`config.mk`:
```
export PLATFORM = sky130hd
export DESIGN_NAME = decode_scan
export DESIGN_NICKNAME = d
export VERILOG_FILES = /design/src/rtl/decode_pkg.sv /design/src/rtl/decode_onehot.sv /design/src/rtl/decode_scan.sv
export SDC_FILE = /design/constraint.sdc
export NUM_CORES = 1
export LEC_CHECK = 0
export CORE_MARGIN = 2
export CORE_UTILIZATION = 52
export CTS_CLUSTER_DIAMETER = 30
export DETAILED_ROUTE_END_ITERATION = 16
export MAX_ROUTING_LAYER = met4
export PLACE_DENSITY = 0.81
export SLEW_MARGIN = 0
export SYNTH_ARGS = -nofsm -noshare
export SYNTH_HDL_FRONTEND = slang
export SYNTH_SLANG_ARGS = --single-unit
```
`constraint.sdc`:
```
create_clock -name clk -period 2.7 [get_ports clk]
set_input_delay 0.54 -clock clk [delete_from_list [all_inputs] [get_ports clk]]
set_output_delay 0.54 -clock clk [all_outputs]
set_load 0.05 [all_outputs]
```
`src/rtl/decode_pkg.sv`:
```
// Shared types and helpers for the decode_scan block: the controller state
// encoding and the output-count helper derived from the select width.
package decode_pkg;

    // Controller states. IDLE drives no output active, HOLD keeps one static
    // index selected, SCAN steps the index with a programmable dwell.
    typedef enum logic [1:0] {
        IDLE = 2'd0,
        HOLD = 2'd1,
        SCAN = 2'd2
    } state_e;

    // Number of decoded outputs for a given select width.
    function automatic int num_outputs(input int sel_w);
        return 1 << sel_w;
    endfunction

endpackage

```
`src/rtl/decode_onehot.sv`:
```
// Combinational index-to-one-hot decoder with output polarity selection.
// When 'active' is low no output is asserted, which gives the IDLE pattern
// (all 0 for active-high, all 1 for active-low) from the same logic.
module decode_onehot
    import decode_pkg::*;
#(
    parameter int SEL_W       = 2,
    parameter int ACTIVE_HIGH = 1
) (
    input  logic [SEL_W-1:0]      idx,
    input  logic                  active,
    output logic [(2**SEL_W)-1:0] vec
);

    localparam int N = num_outputs(SEL_W);

    logic [N-1:0] onehot;

    // Build the active-high one-hot pattern, then apply the output polarity.
    always_comb begin
        onehot = '0;
        if (active) begin
            onehot[idx] = 1'b1;
        end
        vec = (ACTIVE_HIGH != 0) ? onehot : ~onehot;
    end

endmodule

```
`src/rtl/decode_scan.sv`:
```
// Registered decoder / scanner.
// A load strobe selects either a static index (HOLD) or a scan that walks the
// index upward, holding each value for dwell+1 enabled cycles (SCAN). clr
// returns to IDLE with every output inactive. All outputs come from flops.
//
// Command semantics: there is no ready; load is a single-cycle strobe that
// is taken on any rising edge where en=1, and its effect is visible on d/idx
// right after that same edge. clr wins over load in the same cycle, and en=0
// ignores both.
module decode_scan
    import decode_pkg::*;
#(
    parameter int SEL_W       = 2,
    parameter int DWELL_W     = 4,
    parameter int ACTIVE_HIGH = 1
) (
    input  logic                  clk,
    input  logic                  rst_n,
    input  logic                  en,
    input  logic                  clr,
    input  logic                  load,
    input  logic                  mode,
    input  logic [SEL_W-1:0]      sel,
    input  logic [DWELL_W-1:0]    dwell,
    output logic [(2**SEL_W)-1:0] d,
    output logic [SEL_W-1:0]      idx,
    output logic                  busy,
    output logic                  wrap,
    output state_e                state_dbg
);

    localparam int           N      = num_outputs(SEL_W);
    localparam logic [N-1:0] D_IDLE = (ACTIVE_HIGH != 0) ? '0 : '1;

    state_e               state_q;
    state_e               state_d;
    logic [DWELL_W-1:0]   cnt_q;
    logic [DWELL_W-1:0]   cnt_d;
    logic [DWELL_W-1:0]   rld_q;
    logic [DWELL_W-1:0]   rld_d;
    logic [SEL_W-1:0]     idx_d;
    logic                 wrap_d;
    logic                 busy_d;
    logic [N-1:0]         d_d;

    assign state_dbg = state_q;

    // State register: frozen while en is low.
    always_ff @(posedge clk or negedge rst_n) begin
        if (!rst_n) begin
            state_q <= IDLE;
        end else if (en) begin
            state_q <= state_d;
        end
    end

    // Next-state logic: clr beats load, load goes to HOLD or SCAN from anywhere.
    always_comb begin
        state_d = state_q;
        if (clr) begin
            state_d = IDLE;
        end else if (load) begin
            state_d = mode ? SCAN : HOLD;
        end
    end

    // Datapath next values: index, dwell counter, reload register and wrap.
    // idx is kept on clr so IDLE still reports the last selected index.
    always_comb begin
        idx_d  = idx;
        cnt_d  = cnt_q;
        rld_d  = rld_q;
        wrap_d = 1'b0;
        if (clr) begin
            cnt_d = '0;
        end else if (load) begin
            idx_d = sel;
            if (mode) begin
                rld_d = dwell;
                cnt_d = '0;
            end
        end else if (state_q == SCAN) begin
            if (cnt_q == rld_q) begin
                cnt_d  = '0;
                idx_d  = idx + SEL_W'(1);
                // All-ones index is N-1, so this step rolls over to 0.
                wrap_d = &idx;
            end else begin
                cnt_d = cnt_q + DWELL_W'(1);
            end
        end
    end

    assign busy_d = (state_d == SCAN);

    // Decode the next index so d lands in the same cycle as idx.
    decode_onehot #(
        .SEL_W       (SEL_W),
        .ACTIVE_HIGH (ACTIVE_HIGH)
    ) u_onehot (
        .idx    (idx_d),
        .active (state_d != IDLE),
        .vec    (d_d)
    );

    // Output and counter registers; wrap is a pulse so it drops while frozen.
    always_ff @(posedge clk or negedge rst_n) begin
        if (!rst_n) begin
            idx   <= '0;
            cnt_q <= '0;
            rld_q <= '0;
            busy  <= 1'b0;
            wrap  <= 1'b0;
            d     <= D_IDLE;
        end else if (en) begin
            idx   <= idx_d;
            cnt_q <= cnt_d;
            rld_q <= rld_d;
            busy  <= busy_d;
            wrap  <= wrap_d;
            d     <= d_d;
        end else begin
            wrap  <= 1'b0;
        end
    end

endmodule

```
# Word-level counts from Yosys, hierarchy flattened
# Cells that the tools add are included.
# W data, S select, Z words.
[totals]
regBits = 18
word_cells = 42
inputBits = 12
[classes]
n_lt_le_gt_ge = 2
add_sub_neg = 2
n_reduce_logical = 6
bitwise = 1
eq_ne = 4
mux = 20
[op_table]
columns = ["op", "count"]
rows = [
  ["$mux W4", 6],
  ["$mux W2", 7],
  ["$mux W1", 6],
  ["$add A4 B1 Y4 const B", 1],
  ["$eq A2 B2 Y1 const B", 2],
  ["$eq A4 B4 Y1", 1],
  ["$reduce_and A4 Y1", 1],
  ["$lt A2 B3 Y1 const B", 1],
  ["$ne A3 B2 Y1 const B", 1],
  ["$reduce_and A3 Y1", 1],
  ["$reduce_bool A3 Y1", 1],
  ["$add A2 B1 Y2 const B", 1],
  ["$demux W1 S2", 1],
  ["$ge A2 B1 Y1 const B", 1],
  ["$reduce_and A2 Y1", 1],
  ["$reduce_bool A2 Y1", 1],
  ["$logic_and A1 B1 Y1", 1],
  ["$not A1 Y1", 1],
]

# Logic depth before layout (Yosys ltp)
# Gate-level depths: netlist of the first run.
[depth]
ltp_word = 10
depth_mapped = 6
mapped_depth_nobuf = 5

# Modules after synthesis
# A second synthesis of the first run with hierarchy kept.
[hier_totals]
cells_unflattened = 100
hier_area_um2 = 1024.7
[by_module_without_submodules]
columns = ["mod", "cells_per_inst", "n_inst", "area_each_um2"]
rows = [
  ["decode_scan", 96, 1, 987.2],
  ["decode_onehot", 4, 1, 37.5],
]

# Worst setup path before layout of the first run
# Ideal clock, no wire load.
[synth_timing]
path_kind = "register -> register"
startpoint = "reg state_q[0] (netlist: state_dbg[0])"
endpoint = "reg d[1]"
path_buffers = 0
setup_ns = 0.082
arrival_time_ns = 1.723
path_stages_with_launch = 6
path_slack_ns = 0.894
path_cell_list = "dfrtp_1 -> nand2b_4 -> or4_1 -> mux2_2 -> and2_4 -> o22ai_1"
[synth_via]
elab_chain_cells = 9
elab_cells_between_ends = 13
classes_between = "2 x order compare; 1 x eq/ne; 8 x mux; 2 x reduce/logical"
[synth_rtl]
columns = ["item", "line_no", "rtl"]
rows = [
  ["start: declaration", "decode_scan.sv:35", "state_e state_q;"],
  ["start signal: assignment", "decode_scan.sv:53", "state_q <= state_d;"],
  ["$eq A2 B2 Y1", "decode_scan.sv:82", "end else if (state_q == SCAN) begin"],
  ["$mux W2", "decode_scan.sv:82", ""],
  ["$mux W2", "decode_scan.sv:76", "end else if (load) begin"],
  ["$mux W2", "decode_scan.sv:74", "if (clr) begin"],
  ["$lt A2 B3 Y1 (not written as such) / $ge A2 B1 Y1 (equally long branches)", "decode_onehot.sv:23", "onehot[idx] = 1'b1;"],
  ["$logic_and A1 B1 Y1 (not written as such)", "decode_onehot.sv:23", ""],
  ["$mux W1 (not written as such)", "decode_onehot.sv:23", ""],
  ["$demux W1 S2", "-", ""],
  ["$mux W4 (*)", "decode_onehot.sv:22", "if (active) begin"],
  ["end signal: assignment", "decode_scan.sv:114", "d <= D_IDLE;"],
  ["end signal: assignment", "decode_scan.sv:121", "d <= d_d;"],
  ["end: declaration", "decode_scan.sv:25", "output logic [(2**SEL_W)-1:0] d,"],
]
# Mark *: on every way between the ends. The rest lies on a longest branch, timed or not.
# A chain may end at the register's enable or synchronous reset.

# Worst setup path in the final report of the first run
[layout_timing]
startpoint = "reg state_q[1] (netlist: state_dbg[1])"
endpoint = "out state_dbg[1]"
[layout_rtl]
columns = ["item", "line_no", "rtl"]
rows = [
  ["end: declaration", "decode_scan.sv:29", "output state_e state_dbg"],
]
# No word-level cell between the ends.

==> summary.md, run 1 <==
| Metric | Value |
|---|---|
| Critical path fanouts, max | `6` |
| Area of the die | `0.00222 mm²` |
| Setup CP Type | `reg -> out` |
| XOR/XNOR Fraction of Synth Area | `between 3 and 4%` |
| Hold Crit Class | `reg -> reg` |
| Minimum clock period | `between 2 and 2.5 ns` |
| I/O pin total | `22` |
| Seq cells post-synth | `18` |
| CP endpoint kind | `output port` |
| Post-synthesis simple-gate area fraction | `~20%` |
| Crit-path cells | `clkdlybuf4s50_1` |
| # resized after CTS | `0` |
| All-Layer GR Usage | `20.7%` |
| Final wirelength | `~1.8 mm` |
| Post-detail-place hpwl | `approximately 1.4 mm` |
| Share of cells above drive strength 1 | `between 10% and 20%` |
| Fin crit share | `about four fifths` |
| CP top delay family | `buffers and inverters` |
| Clk_lat worst skew | `between 0.2 and 0.3 ns` |
| Diodes inserted | `0` |
| Residual DRC | `0` |
| CP startpoint kind | `flop` |
| Pre-antenna DRT Iters | `4` |
| Final hold slack | `0.539 ns` |
| Reg2reg path depth | `5` |
| Number of hold buffers added after CTS | `0` |
| Yosys cell types | `34` |
| Synth Area in Adders | `2.59%` |
| Cells after DPL | `140` |
| Largest net degree at the start of global routing | `19` |
| Post-synthesis cell count | `96` |
| Vias in the first global route | `746` |
| Gr ovfl total | `0` |
| Antenna violations before repair | `0` |
| Worst slew pin tran | `~0.76 ns` |
| Total number of vias | `776` |
| Hold Crit Depth | `1` |
| RSZ-0062 raised after global routing | `no` |
| Max incr delay on CP | `between 0.8 and 0.9 ns` |
| Clock Path Buffers | `2` |
| CTS Buf Count | `3` |
| Area contributors post-synth | `dfrtp_1, mux2_2, nand2_1, o22ai_1, xnor2_1` |
| Clk_skew | `0.00806 ns` |
| Max Freq | `around 460 MHz` |
| Initial core utilization | `between 50% and 60%` |
| First DRT Iteration DRCs | `17` |
| Top cell type by total area after synthesis | `dfrtp_1` |
| Synth Area in Compound Gates | `about 15%` |
| CP Buf/Inv Count | `1` |
| Slew Limit Fails | `0` |
| Placer Congestion | `0.738` |
| Final setup fails | `0` |
| Worst R2R Setup Slack | `1.00 ns` |
| Vias per inst | `5.39` |
| Avg Cell Area, Syn | `10.1 µm²` |
| Avg WL per Cell | `between 10 and 15 µm` |
| Status | `complete, no violations` |
| Largest family of logic cells by synthesized area | `simple AND/OR/NAND/NOR gates` |
| CTS tree | `done` |
| Total core area | `about 0.0017 mm²` |
| Layout Utilization | `between 70% and 80%` |
| Buffers on Ports | `21` |
| Max_slew headroom | `49.4%` |
| PwrDens | `approximately 600 mW/mm²` |
| Leakage | `between 0.5 and 0.6 nW` |
| Die W | `47.1 µm` |
| Crit path max-delay cell type | `clkdlybuf4s50_1` |
| Worst r2r src | `cnt_q[2]$_DFFE_PN0P_` |
| WHS Endpoint | `rld_q[1]$_DFFE_PN0P_` |
| Synth-to-layout area growth | `26.8%` |
| Final antenna-violating net count | `0` |
| CP required | `between 2 and 2.5 ns` |
| Total power | `0.000733 W` |
| Finished Layout Cells | `between 100 and 150` |
| Row count | `15` |
| Post-synthesis cell area | `roughly 970 µm²` |
| RR Endpoint | `d[1]$_DFFE_PN0P_` |
| First-pass GRT wire length | `3.11 mm` |
| Final Hold Fails | `0` |
| Top cell type's share of synthesized area | `46.6%` |
| Clk slew on worst S/H paths | `around 0.11 ns` |
| Root Buffer | `clkbuf_4` |
| Post-CTS Setup Bufs | `0` |
| Worst IR Drop VDD | `around 0.00043 V` |
| TNS Setup | `0 ns` |
| Die Ht | `between 40 and 50 µm` |
| Hold Crit Start | `rld_q[1]$_DFFE_PN0P_` |
| Mux contribution to synthesized area | `6.99%` |
| Yosys warns | `0` |
| Arrival @ worst endpoint | `around 1.6 ns` |
| Clock sink count | `18` |
| Fin nets | `~130` |
| CTS HTree Levels | `1` |
| Synthesized net count | `110` |
| Max Cap Viol | `0` |
| Sequential area share after synthesis | `a little under half` |
==> sequential cells by signal, summed over array words and instances (netlist names) <==
name       cells
busy           1
state_dbg      2
cnt_q          4
idx            2
d              4
rld_q          4
wrap           1
==> metal layers <==
metal | GRT usage (%) | wire length (µm) | vias up
met1 | 24.8 | 856 | 369
met2 | 34.5 | 880 | 20
met5 | - | 0 | -
met4 | 8.33 | 19 | 0
met3 | 3.46 | 78 | 4
li1 | - | - | 383
==> cells by family (layout without fill, tap and decap cells) <==
group                      after synthesis  in the layout
AOI/OAI and AO/OA                       21             21
DFF                                     18             18
muxes                                    6              6
buffers and inverters                   10             33
adders and majority gates                2              2
and+or+nand+nor                         35             35
xor gates and xnor gates                 4              4
==> report_power, final <==
group	internal, W	leakage [nW]	switching, W	total (W)
Sequential	0.000302	0.235	0.0000325	0.000335
Combinational	0.000104	0.259	0.000130	0.000233
Clock	0.0000821	0.0210	0.0000829	0.000165
==> per-stage QoR <==
step | instance area, µm² | setup slack, ns
6_report | 1230 | 0.529
5_1_grt | 1230 | 0.484
4_1_cts | 1230 | 0.534
3_5_place_dp | 1190 | 0.348
3_3_place_gp | 1190 | 0.407
2_1_floorplan | 967 | 0.894
==> Yosys cell counts <==
library cell and instances:
dfrtp_1 18, nand2_1 10, inv_1 7, mux2_2 6, nor2_1 6, o22ai_1 6, o21ai_0 4, xnor2_1 4
a22o_1 3, nor3_1 3, a21oi_1 2, and2_1 2, ha_1 2, nand3_1 2, nand4_1 2, a21oi_2 1
a311oi_1 1, a31oi_1 1, and2_4 1, and3_2 1, and3b_1 1, buf_2 1, buf_4 1, clkbuf_8 1
nand2b_1 1, nand2b_4 1, nand4b_1 1, nor2b_1 1, nor3b_1 1, o21ai_1 1, o21bai_1 1, o31ai_2 1
or3b_1 1, or4_1 1
==> final cells by class <==
class	instances	area, µm²
tap	25	31.3
timing repair buffer	22	218
sequential	18	450
inverter	7	26.3
clock buffer	4	36.3
multi-input combinational	68	464
fill	135	519
==> layout by cell type (no fill, tap or decap), types with 2 or more instances in the layout <==
| master | instances |
|---|---|
| clkdlybuf4s50_1 | 21 |
| dfrtp_1 | 18 |
| nand2_1 | 10 |
| inv_1 | 7 |
| nor2_1 | 6 |
| mux2_2 | 6 |
| o22ai_1 | 6 |
| xnor2_1 | 4 |
| o21ai_0 | 4 |
| nor3_1 | 3 |
| a22o_1 | 3 |
| clkbuf_4 | 3 |
| nand4_1 | 2 |
| nand3_1 | 2 |
| and2_1 | 2 |
| a21oi_1 | 2 |
| ha_1 | 2 |
==> how the worst max path moves through the flow <==
stage,from,end,slack (ns),cells after the start
floorplan,state_dbg[0]$_DFFE_PN0P_,d[1]$_DFFE_PN0P_,0.89,5
global placement,load,cnt_q[0]$_DFFE_PN0P_,0.41,5
detailed placement,clr,d[1]$_DFFE_PN0P_,0.35,6
CTS,state_dbg[1]$_DFFE_PN0P_,state_dbg[1],0.53,1
global route,idx[0]$_DFFE_PN0P_,idx[0],0.48,1
finish,state_dbg[1]$_DFFE_PN0P_,state_dbg[1],0.53,1
No activity file was read; power rests on OpenSTA's default activity.
==> run 2: changes to the inputs <==
--- a/config.mk
+++ b/config.mk
@@ -6,11 +6,11 @@
 export NUM_CORES = 1
 export LEC_CHECK = 0
 export CORE_MARGIN = 2
-export CORE_UTILIZATION = 52
+export CORE_UTILIZATION = 44
 export CTS_CLUSTER_DIAMETER = 30
 export DETAILED_ROUTE_END_ITERATION = 16
 export MAX_ROUTING_LAYER = met4
-export PLACE_DENSITY = 0.81
+export PLACE_DENSITY = 0.73
 export SLEW_MARGIN = 0
 export SYNTH_ARGS = -nofsm -noshare
 export SYNTH_HDL_FRONTEND = slang
==> constraint.sdc (replaced) <==
create_clock -name clk -period 1.85 [get_ports clk]
set_input_delay 0.37 -clock clk [delete_from_list [all_inputs] [get_ports clk]]
set_output_delay 0.37 -clock clk [all_outputs]
set_load 0.05 [all_outputs]
==> summary.md, run 2 (synthesis gave the netlist of run 1 again) <==
| Metric | Value |
|---|---|
| All-Layer GR Usage | `17.4% (was 20.7%)` |
| Net Switching | `0.000372 W (was 0.000245 W)` |
| Clk_skew | `0.0127 ns (was 0.00806 ns)` |
| Leakage | `0.600 nW (was 0.515 nW)` |
| Avg WL per Cell | `12.4 µm (was 12.7 µm)` |
| Arrival @ worst endpoint | `1.43 ns (was 1.63 ns)` |
| Total power | `0.00110 W (was 0.000733 W)` |
| Diodes inserted | `0 (unchanged)` |
| CP endpoint kind | `output port (unchanged)` |
| Commonest non-fill, non-tap cell in the layout | `buf_4 (was clkdlybuf4s50_1)` |
| RSZ-0062 raised after global routing | `no (unchanged)` |
| CTS Buf Count | `3 (unchanged)` |
| Fin nets | `145 (was 134)` |
| CTS HTree Levels | `1 (unchanged)` |
| Worst IR Drop VDD | `0.000426 V (was 0.000434 V)` |
| CP startpoint kind | `flop (unchanged)` |
| Clock Path Buffers | `2 (unchanged)` |
| Most frequent cells in the layout | `buf_4, dfrtp_1, nand2_1, clkdlybuf4s50_1, inv_1 (was clkdlybuf4s50_1, dfrtp_1, nand2_1)` |
| Worst slew pin tran | `0.490 ns (was 0.757 ns)` |
| Final setup margin | `0.0511 ns (was 0.529 ns)` |
| Crit path max-delay cell type | `clkdlybuf4s50_1 (unchanged)` |
| Pre-antenna DRT Iters | `4 (unchanged)` |
| Multi-input logic area | `467 µm² (was 464 µm²)` |
| Total number of vias | `815 (was 776)` |
| Final setup fails | `0 (unchanged)` |
| Clk_lat worst skew | `0.30 ns (was 0.29 ns)` |
| Place WS | `-0.245 ns (was 0.348 ns)` |
| Post-detail-place hpwl | `1.48 mm (was 1.38 mm)` |
| Fillers | `178 (was 135)` |
| Residual DRC | `0 (unchanged)` |
| Max_slew headroom | `67.2% (was 49.4%)` |
| Clock sink count | `18 (unchanged)` |
| Seq pwr share | `44.3% (was 45.7%)` |
| First-pass GRT wire length | `3.33 mm (was 3.11 mm)` |
| PwrDens | `852 mW/mm² (was 598 mW/mm²)` |
| Row count | `16 (was 15)` |
| Crit-path cells | `clkdlybuf4s50_1 (unchanged)` |
| CTS tree | `done (unchanged)` |
| Cell-internal power | `0.000732 W (was 0.000488 W)` |
| Die Ht | `50.9 µm (was 47.1 µm)` |
| Buffers on Ports | `21 (unchanged)` |
| Setup CP Type | `reg -> out (unchanged)` |
| I/O pin total | `22 (unchanged)` |
| Vias in the first global route | `793 (was 746)` |
| Max Freq | `556 MHz` |
| Fin crit share | `a little over nine tenths` |
| Share of cells above drive strength 1 | `28.5% (was 13.4%)` |
| Status | `complete, no violations (unchanged)` |
| Final Hold Fails | `0 (unchanged)` |
| Clk slew on worst S/H paths | `0.11 ns (about the same)` |
| CP Buf/Inv Count | `1 (unchanged)` |
| Initial core utilization | `47.8% (was 55.4%)` |
| Root Buffer | `clkbuf_4 (unchanged)` |
| Minimum clock period | `~1.8 ns` |
| CP required | `1.48 ns (was 2.16 ns)` |
| Part of the power in combinational logic | `33.5% (was 31.8%)` |
| Reg area | `450 µm² (unchanged)` |
| Gr ovfl total | `0 (unchanged)` |
| Total core area | `0.00202 mm² (was 0.00175 mm²)` |
| Number of hold buffers added after CTS | `0 (unchanged)` |
| Largest net degree at the start of global routing | `19 (unchanged)` |
| Final antenna-violating net count | `0 (unchanged)` |
| Die W | `50.9 µm (was 47.1 µm)` |
| First DRT Iteration DRCs | `6 (was 17)` |
| CP top delay family | `buffers and inverters (unchanged)` |
| Top Registers | `cnt_q: 4 flops, d: 4 flops, rld_q: 4 flops (unchanged)` |
| Sw frac | `33.7% (was 33.4%)` |
| Antenna violations before repair | `0 (unchanged)` |
| TNS Setup | `0 ns (unchanged)` |
| Max incr delay on CP | `0.79 ns (was 0.85 ns)` |
| Hold Crit Class | `in -> async (was reg -> reg)` |
| Final hold slack | `0.386 ns (was 0.539 ns)` |
| Final wirelength | `1.95 mm (was 1.84 mm)` |
| Max Cap Viol | `0 (unchanged)` |
| Clock power share | `22.2% (was 22.5%)` |
| Synth-to-layout area growth | `34.0% (was 26.8%)` |
| Placer Congestion | `0.776 (was 0.738)` |
| Critical path fanouts, max | `1 (was 6)` |
| Vias per inst | `5.19 (was 5.39)` |
| Area of the die | `0.00259 mm² (was 0.00222 mm²)` |
| Slew Limit Fails | `0 (unchanged)` |
[run 2: cell count changes in the layout (fill, tap and decap cells not counted), sizes merged]
cell	delta
buf	+20
dlymetal6s2s	+2
clkdlybuf4s50	-11
[run 2: layout make-up]
type	count	area share [%]
Clock buffer	4	2.80
Inverter	7	2.03
Multi-Input combinational cell	68	36.0
Sequential cell	18	34.7
Tap cell	27	2.61
Timing Repair Buffer	33	21.8
[run 2: per-stage QoR]
| stage | cells | cell area [µm²] | util, % |
|---|---|---|---|
| 5_1_grt | 157 | 1300 | 64.1 |
| 6_report | 157 | 1300 | 64.1 |
| 3_3_place_gp | 152 | 1240 | 61.6 |
| 3_5_place_dp | 152 | 1240 | 61.6 |
| 4_1_cts | 156 | 1280 | 63.4 |
| 2_1_floorplan | 96 | 967 | - |
[run 2: path summary, 6_finish.rpt]
check,start,end,slack (ns),cells after the start
max in group asynchronous,rst_n,rld_q[0]$_DFFE_PN0P_,1.25,2
min in group clk,clr,state_dbg[0]$_DFFE_PN0P_,0.52,3
hold / removal,rst_n,wrap$_DFF_PN0_,0.39,2
hold reg to reg,rld_q[0]$_DFFE_PN0P_,rld_q[0]$_DFFE_PN0P_,0.54,1
setup reg to reg,state_dbg[0]$_DFFE_PN0P_,d[1]$_DFFE_PN0P_,0.17,5
setup / recovery,wrap$_DFF_PN0_,wrap,0.05,1
[run 2: layer usage]
metal | GRT usage (%) | wire length (µm)
met1 | 21.2 | 908
met2 | 29.2 | 945
met3 | 2.63 | 64
met4 | 6.76 | 27
met5 | - | 0
[run 2: power by group through the flow]
stage | clock network [W] | logic, W | registers, W
final | 0.000245 | 0.000370 | 0.000489
after detailed placement | 0 | 0.000363 | 0.000497
after global placement | 0 | 0.000355 | 0.000496
after CTS | 0.000253 | 0.000365 | 0.000489
after global routing | 0.000264 | 0.000399 | 0.000497
after floorplan | 0 | 0.000151 | 0.000575
[run 2: repair_timing]
item,4_1_cts,5_1_grt
setup buffers,0,1
setup endpoints to repair,0,6
resized for setup,0,3
